`src/rtl/if_fetch_stage.sv`:
```
// Instruction fetch stage: PC register, next-PC priority select and the IF/ID pipeline register.
// Define IF_PERF_CNT_EN to add the fetch_cnt / bubble_cnt performance counters.
module if_fetch_stage #(
  parameter logic [31:0] RESET_PC = 32'h80000000,
  parameter logic [31:0] IRQ_VEC  = 32'h80000004,
  parameter logic [31:0] EXC_VEC  = 32'h80000008
) (
  input  logic        clk,
  input  logic        reset,
  input  logic        stall,
  input  logic        flush,
  input  logic        branch_taken,
  input  logic [31:0] branch_target,
  input  logic        jump_taken,
  input  logic [25:0] jump_index,
  input  logic        jr_taken,
  input  logic [31:0] jr_target,
  input  logic        irq,
  input  logic        exc,
  output logic [31:0] rom_addr,
  input  logic [31:0] rom_data,
  output logic [31:0] ifid_instr,
  output logic [31:0] ifid_pc_plus4,
  output logic        ifid_valid,
  output logic [31:0] epc
`ifdef IF_PERF_CNT_EN
  ,
  output logic [31:0] fetch_cnt,
  output logic [31:0] bubble_cnt
`endif
);

  logic [31:0] pc_reg;
  logic [31:0] pc_next;
  logic [31:0] pc_plus4;
  logic [31:0] jump_pc;
  logic [31:0] jr_pc;
  logic        irq_take;
  logic        redirect;
  logic        bubble_load;
  logic        fetch_load;

  assign pc_plus4 = pc_reg + 32'd4;
  assign rom_addr = pc_reg;

  // An interrupt is only accepted from user mode; kernel-mode requests are dropped.
  assign irq_take = irq & ~pc_reg[31] & ~exc;
  assign redirect = exc | irq_take | jr_taken | jump_taken | branch_taken;

  // Register jumps may leave kernel mode but can never enter it.
  assign jr_pc   = {jr_target[31] & pc_reg[31], jr_target[30:0]};
  assign jump_pc = {ifid_pc_plus4[31:28], jump_index, 2'b00};

  assign bubble_load = redirect | flush;
  assign fetch_load  = ~bubble_load & ~stall;

  always_comb begin
    pc_next = pc_plus4;
    if (exc)               pc_next = EXC_VEC;
    else if (irq_take)     pc_next = IRQ_VEC;
    else if (jr_taken)     pc_next = jr_pc;
    else if (jump_taken)   pc_next = jump_pc;
    else if (branch_taken) pc_next = branch_target;
    else if (stall)        pc_next = pc_reg;
  end

  always_ff @(posedge clk or posedge reset) begin
    if (reset) begin
      pc_reg <= RESET_PC;
    end else begin
      pc_reg <= pc_next;
    end
  end

  always_ff @(posedge clk or posedge reset) begin
    if (reset) begin
      ifid_instr    <= 32'd0;
      ifid_pc_plus4 <= 32'd0;
      ifid_valid    <= 1'b0;
    end else if (bubble_load) begin
      ifid_instr    <= 32'd0;
      ifid_pc_plus4 <= pc_plus4;
      ifid_valid    <= 1'b0;
    end else if (fetch_load) begin
      ifid_instr    <= rom_data;
      ifid_pc_plus4 <= pc_plus4;
      ifid_valid    <= 1'b1;
    end
  end

  // Exceptions resume at the faulting instruction in ID; interrupts at the PC not yet fetched.
  always_ff @(posedge clk or posedge reset) begin
    if (reset) begin
      epc <= 32'd0;
    end else if (exc) begin
      epc <= ifid_pc_plus4 - 32'd4;
    end else if (irq_take) begin
      epc <= pc_reg;
    end
  end

`ifdef IF_PERF_CNT_EN
  always_ff @(posedge clk or posedge reset) begin
    if (reset) begin
      fetch_cnt  <= 32'd0;
      bubble_cnt <= 32'd0;
    end else begin
      if (fetch_load)  fetch_cnt  <= fetch_cnt + 32'd1;
      if (bubble_load) bubble_cnt <= bubble_cnt + 32'd1;
    end
  end
`endif

endmodule

```
`config.mk`:
```
export PLATFORM = sky130hd
export DESIGN_NAME = if_fetch_stage
export DESIGN_NICKNAME = d
export VERILOG_FILES = /design/src/rtl/if_fetch_stage.sv
export SDC_FILE = /design/constraint.sdc
export NUM_CORES = 1
export LEC_CHECK = 0
export BUFFER_PORTS_ARGS = -buffer_cell sky130_fd_sc_hd__buf_2
export CAP_MARGIN = 20
export CORE_MARGIN = 2
export CORE_UTILIZATION = 45
export DETAILED_ROUTE_END_ITERATION = 10
export PLACE_DENSITY_LB_ADDON = 0.3
export SETUP_SLACK_MARGIN = 0.4
export SLEW_MARGIN = 20
export SYNTH_ARGS = -nofsm -noshare
export SYNTH_HDL_FRONTEND = slang
export SYNTH_SLANG_ARGS = --single-unit
export TNS_END_PERCENT = 20
```
`constraint.sdc`:
```
create_clock -name clk -period 3.8 [get_ports clk]
set_input_delay 0 -clock clk [delete_from_list [all_inputs] [get_ports clk]]
set_output_delay 0 -clock clk [all_outputs]
set_load 0.03 [all_outputs]
```
==> results.md <==
- The clock slew seen by the registers of the worst setup and hold paths is 0.05 ns.
- The number of clock buffers inserted by TritonCTS is 17.
- For this configuration, the core starts out at a cell density of 45.8%.
- The number of design rule violations left after detail routing is 0.
- The highest layer used for signal routing is met4.
- In this run the count of I/O pins placed on the die edge is 260.
- In the post-synthesis netlist, the cell with the most instances is sky130_fd_sc_hd__dfrtp_1.
- The count of final hold-check violations is 0.
- The antenna cell count is 0.
- The final critical path time including I/O delays and setup is 2.45 ns.
- The share of synthesized area in the top cell type comes to 42.5%.
- The CTS tree is yes.
- The post-CTS setup-driven buffer insertion count is 0.
- Summed over all cells, the static leakage comes to 4.66 nW.
- The number of port buffers is 259.
- The worst clock skew is 0.00609 ns.
- The capturing element type of the critical path is a flip-flop.
- The worst hold path cell count is 3.
- In the synthesized netlist the dominant register cell turns out to be sky130_fd_sc_hd__dfrtp_1.
- The commonest cells after synthesis are sky130_fd_sc_hd__dfrtp_1 (128), sky130_fd_sc_hd__nand2_1 (106), sky130_fd_sc_hd__o21ai_0 (71).
- The length in cells of the worst reg-to-reg path is 5.
- The number of global-route vias before repair is 7560.
- The cell area that synthesis handed to floorplanning was 0.00754 mm2.
- Wires add up to 25500 um.
- Routability-driven placement finished with a final weighted congestion of 0.912.
- Across the VDD grid, the largest voltage drop is 0.329 mV.
- The total power draw is 4.32 mW.
- The routed metal-1 wirelength is 10500 um.
- The post-synthesis sequential element count is 129.
- The cell type with the largest total area after synthesis is sky130_fd_sc_hd__dfrtp_1.
- The final-layout fill cell count is 1453.
- The overflow left after global routing is 0.
- STA puts the critical path data required time at 4.06 ns.
- The share of synthesized registers carrying an async set or reset is 100%.
- In this run the horizontal extent of the chip is 133 um.
- Wire segments on met2 add up to 12500 um in the final route.
- The power density relative to cell area is 433 mW/mm2.
- In this run the vertical extent of the chip is 133 um.
- The post-synthesis area per instance is 8.70 um2.
- The pin count of the biggest net entering global routing is 130.
- The area growth from synthesis to layout is 32.5%.
- The critical path launch point type is a flip-flop.
- For this block, the via count after detailed routing is 7704.
- The number of nets handed over by synthesis was 1000.
- The pre-CTS setup slack is 1.40 ns.
- The worst relative slew slack is 24.8%.
- The cell sitting at the root of the clock tree is a sky130_fd_sc_hd__clkbuf_16.
- The worst-case hold slack is 0.0139 ns.
- Across the run, the number of max-cap violations was 0.
- The die covers 0.0178 mm2.
- The share of synthesized area occupied by flip-flops and latches is 42.8%.
- The number of antenna violations at the first check in global routing was 0.
- The max-slew violation total from the final report was 0.
- The number of clock sinks is 129.
- The count of nets left with antenna violations after detail routing is 0.
- The cell count after synthesis came out at 867.
- The aggregate negative setup slack is 0 ns.
- In this run the standard cell core region covers 0.0165 mm2.
- The site row count is 47.
- The type of the worst min-delay path is in2reg.
- The layout cell share with drive strength beyond 1 is 27.3%.
- Yosys printed 0 warnings.
- The flow ran to the end, and the final reports show no timing, DRC or antenna violations.
- After detailed routing, the average wire length per cell comes to 18.7 um.
- The maximum fanout count along the critical path is 8.
- Once detailed placement completed, the half-perimeter wirelength came to 17400 um.
- Timing would allow up to 408 MHz.
- The maximum level of the CTS H-tree is 4.
- The critical setup path kind is reg2reg.
- The setup-violating endpoint count in the final report is 0.
- The number of nets in the layout is 1265.
- STA puts the critical path data arrival time at 2.71 ns.
- Clock latency on the worst-skew pair, taken at its later pin, is 0.42 ns.
- The slew at the pin closest to its max-slew limit is 1.13 ns.
- The total global-route track usage is 29.0%.
- The routed design uses 2060 um of met3 wire.
- The number of library cell types mapped by synthesis is 63.
- The maximum number of buffers from clock root to sink is 2.
- Setup repair after global routing left no endpoint under its margin.
- In the routed layout, each cell is associated on average with a via count of 5.66.
- The number of DRC violations after detailed-routing iteration 0 is 602.
- The worst path meets setup with 1.35 ns of slack.
- The count of flip-flops with a built-in enable after synthesis is 0.
- In the post-synthesis netlist, the biggest area contributors are sky130_fd_sc_hd__dfrtp_1 (42%), sky130_fd_sc_hd__mux2i_1 (6.0%), sky130_fd_sc_hd__nand2_1 (5.3%).
- The part of the cycle the worst path needs is 64.4%.
- The number of search-and-repair iterations in the first detailed-routing pass is 6.
- The wire length of the first global-routing pass is 40500 um.
[through the flow]
stage	cells	utilization [%]	instance area, um2
floorplan	867	-	7540
global placement	1288	54.3	8950
detailed placement	1288	54.3	8950
CTS	1362	60.7	9990
global route	1362	60.7	9990
finish	1362	60.7	9990
[cell families after synthesis]
| logic type | after synthesis | share of synthesized area (%) |
|---|---|---|
| XOR/XNOR | 50 | 5.81 |
| flip-flops | 129 | 42.8 |
| buffers and inverters | 82 | 4.36 |
| AND/OR/NAND/NOR | 333 | 22.0 |
| multiplexers | 46 | 6.12 |
| AO/OA/AOI/OAI | 225 | 18.5 |
| adder cells (fa/ha/maj) | 2 | 0.332 |
[flip-flops by register name, indices dropped and copies added (netlist names)]
register	count
rom_addr	32
ifid_instr	32
ifid_valid	1
epc	32
ifid_pc_plus4	32
[worst paths after layout]
check	startpoint	endpoint	slack [ns]
worst max-delay path	ifid_pc_plus4[8]	epc[28]	1.35
worst min-delay path	jump_index[2]	rom_addr[4]	0.01
worst max register to register	ifid_pc_plus4[8]	epc[28]	1.35
worst min register to register	ifid_pc_plus4[1]	ifid_pc_plus4[1]	0.50
max in group asynchronous	reset	epc[24]	2.89
min in group asynchronous	reset	ifid_pc_plus4[0]	0.29
[final cells by class]
cell class | count | area (um2) | area share (%)
multi-input combinational | 656 | 4000 | 40.0
sequential | 129 | 3230 | 32.3
timing repair buffer | 316 | 1850 | 18.5
clock buffer | 23 | 488 | 4.88
tap | 220 | 275 | 2.75
clock inverter | 6 | 105 | 1.05
inverter | 12 | 48.8 | 0.488
[layer usage]
| metal | vias up | global-route usage, % |
|---|---|---|
| met1 | 3702 | 36.8 |
| met3 | 38 | 8.49 |
| met4 | 0 | 9.40 |
| li1 | 3634 | - |
| met5 | - | 0 |
| met2 | 330 | 47.6 |
[worst max-delay path, cell delays in order (launching register included)]
cell,delay (ns)
sky130_fd_sc_hd__dfrtp_1,0.46
sky130_fd_sc_hd__nor4_1,0.58
sky130_fd_sc_hd__nand4b_1,0.53
sky130_fd_sc_hd__nor4_1,0.48
sky130_fd_sc_hd__xnor2_1,0.16
sky130_fd_sc_hd__a21oi_1,0.08
[placed cells by master (no fill, tap or decap), types with 3 or more instances in the layout]
master	count
sky130_fd_sc_hd__buf_2	259
sky130_fd_sc_hd__nor4_1	11
sky130_fd_sc_hd__o2bb2ai_1	4
sky130_fd_sc_hd__a41oi_1	3
sky130_fd_sc_hd__nor3_1	25
sky130_fd_sc_hd__nand3_1	21
sky130_fd_sc_hd__nand2b_1	4
sky130_fd_sc_hd__and2_1	11
sky130_fd_sc_hd__dfrtp_1	128
sky130_fd_sc_hd__buf_4	11
sky130_fd_sc_hd__o31ai_1	11
sky130_fd_sc_hd__nand4_1	14
sky130_fd_sc_hd__and3_1	12
sky130_fd_sc_hd__nand2_1	105
sky130_fd_sc_hd__o31a_1	3
sky130_fd_sc_hd__a211oi_1	29
sky130_fd_sc_hd__clkinv_2	3
sky130_fd_sc_hd__o22ai_1	23
sky130_fd_sc_hd__xor2_1	19
sky130_fd_sc_hd__nor2_1	68
sky130_fd_sc_hd__o221ai_1	5
sky130_fd_sc_hd__o21a_1	3
sky130_fd_sc_hd__bufinv_16	3
sky130_fd_sc_hd__clkbuf_16	17
sky130_fd_sc_hd__nor2b_1	30
sky130_fd_sc_hd__a31oi_1	8
sky130_fd_sc_hd__a21oi_1	46
sky130_fd_sc_hd__dlygate4sd3_1	45
sky130_fd_sc_hd__o21ai_0	71
sky130_fd_sc_hd__mux2i_1	45
sky130_fd_sc_hd__and4_1	4
sky130_fd_sc_hd__a21o_1	3
sky130_fd_sc_hd__clkbuf_8	4
sky130_fd_sc_hd__nor3b_1	6
sky130_fd_sc_hd__inv_1	10
sky130_fd_sc_hd__or4_1	4
sky130_fd_sc_hd__xnor2_1	31
[what timing repair did]
| item | 4_1_cts | 5_1_grt |
|---|---|---|
| resized for setup | 0 | 0 |
| hold buffers | 45 | 0 |
| setup endpoints to repair | 0 | 0 |
| hold endpoints to repair | 171 | 0 |
[where the power goes]
| group | internal, mW | switching [mW] |
|---|---|---|
| sequential | 1.49 | 0.163 |
| combinational | 0.365 | 0.638 |
| clock | 1.09 | 0.578 |
| total | 2.95 | 1.38 |
Note: power is estimated with default switching activity, not from simulation.
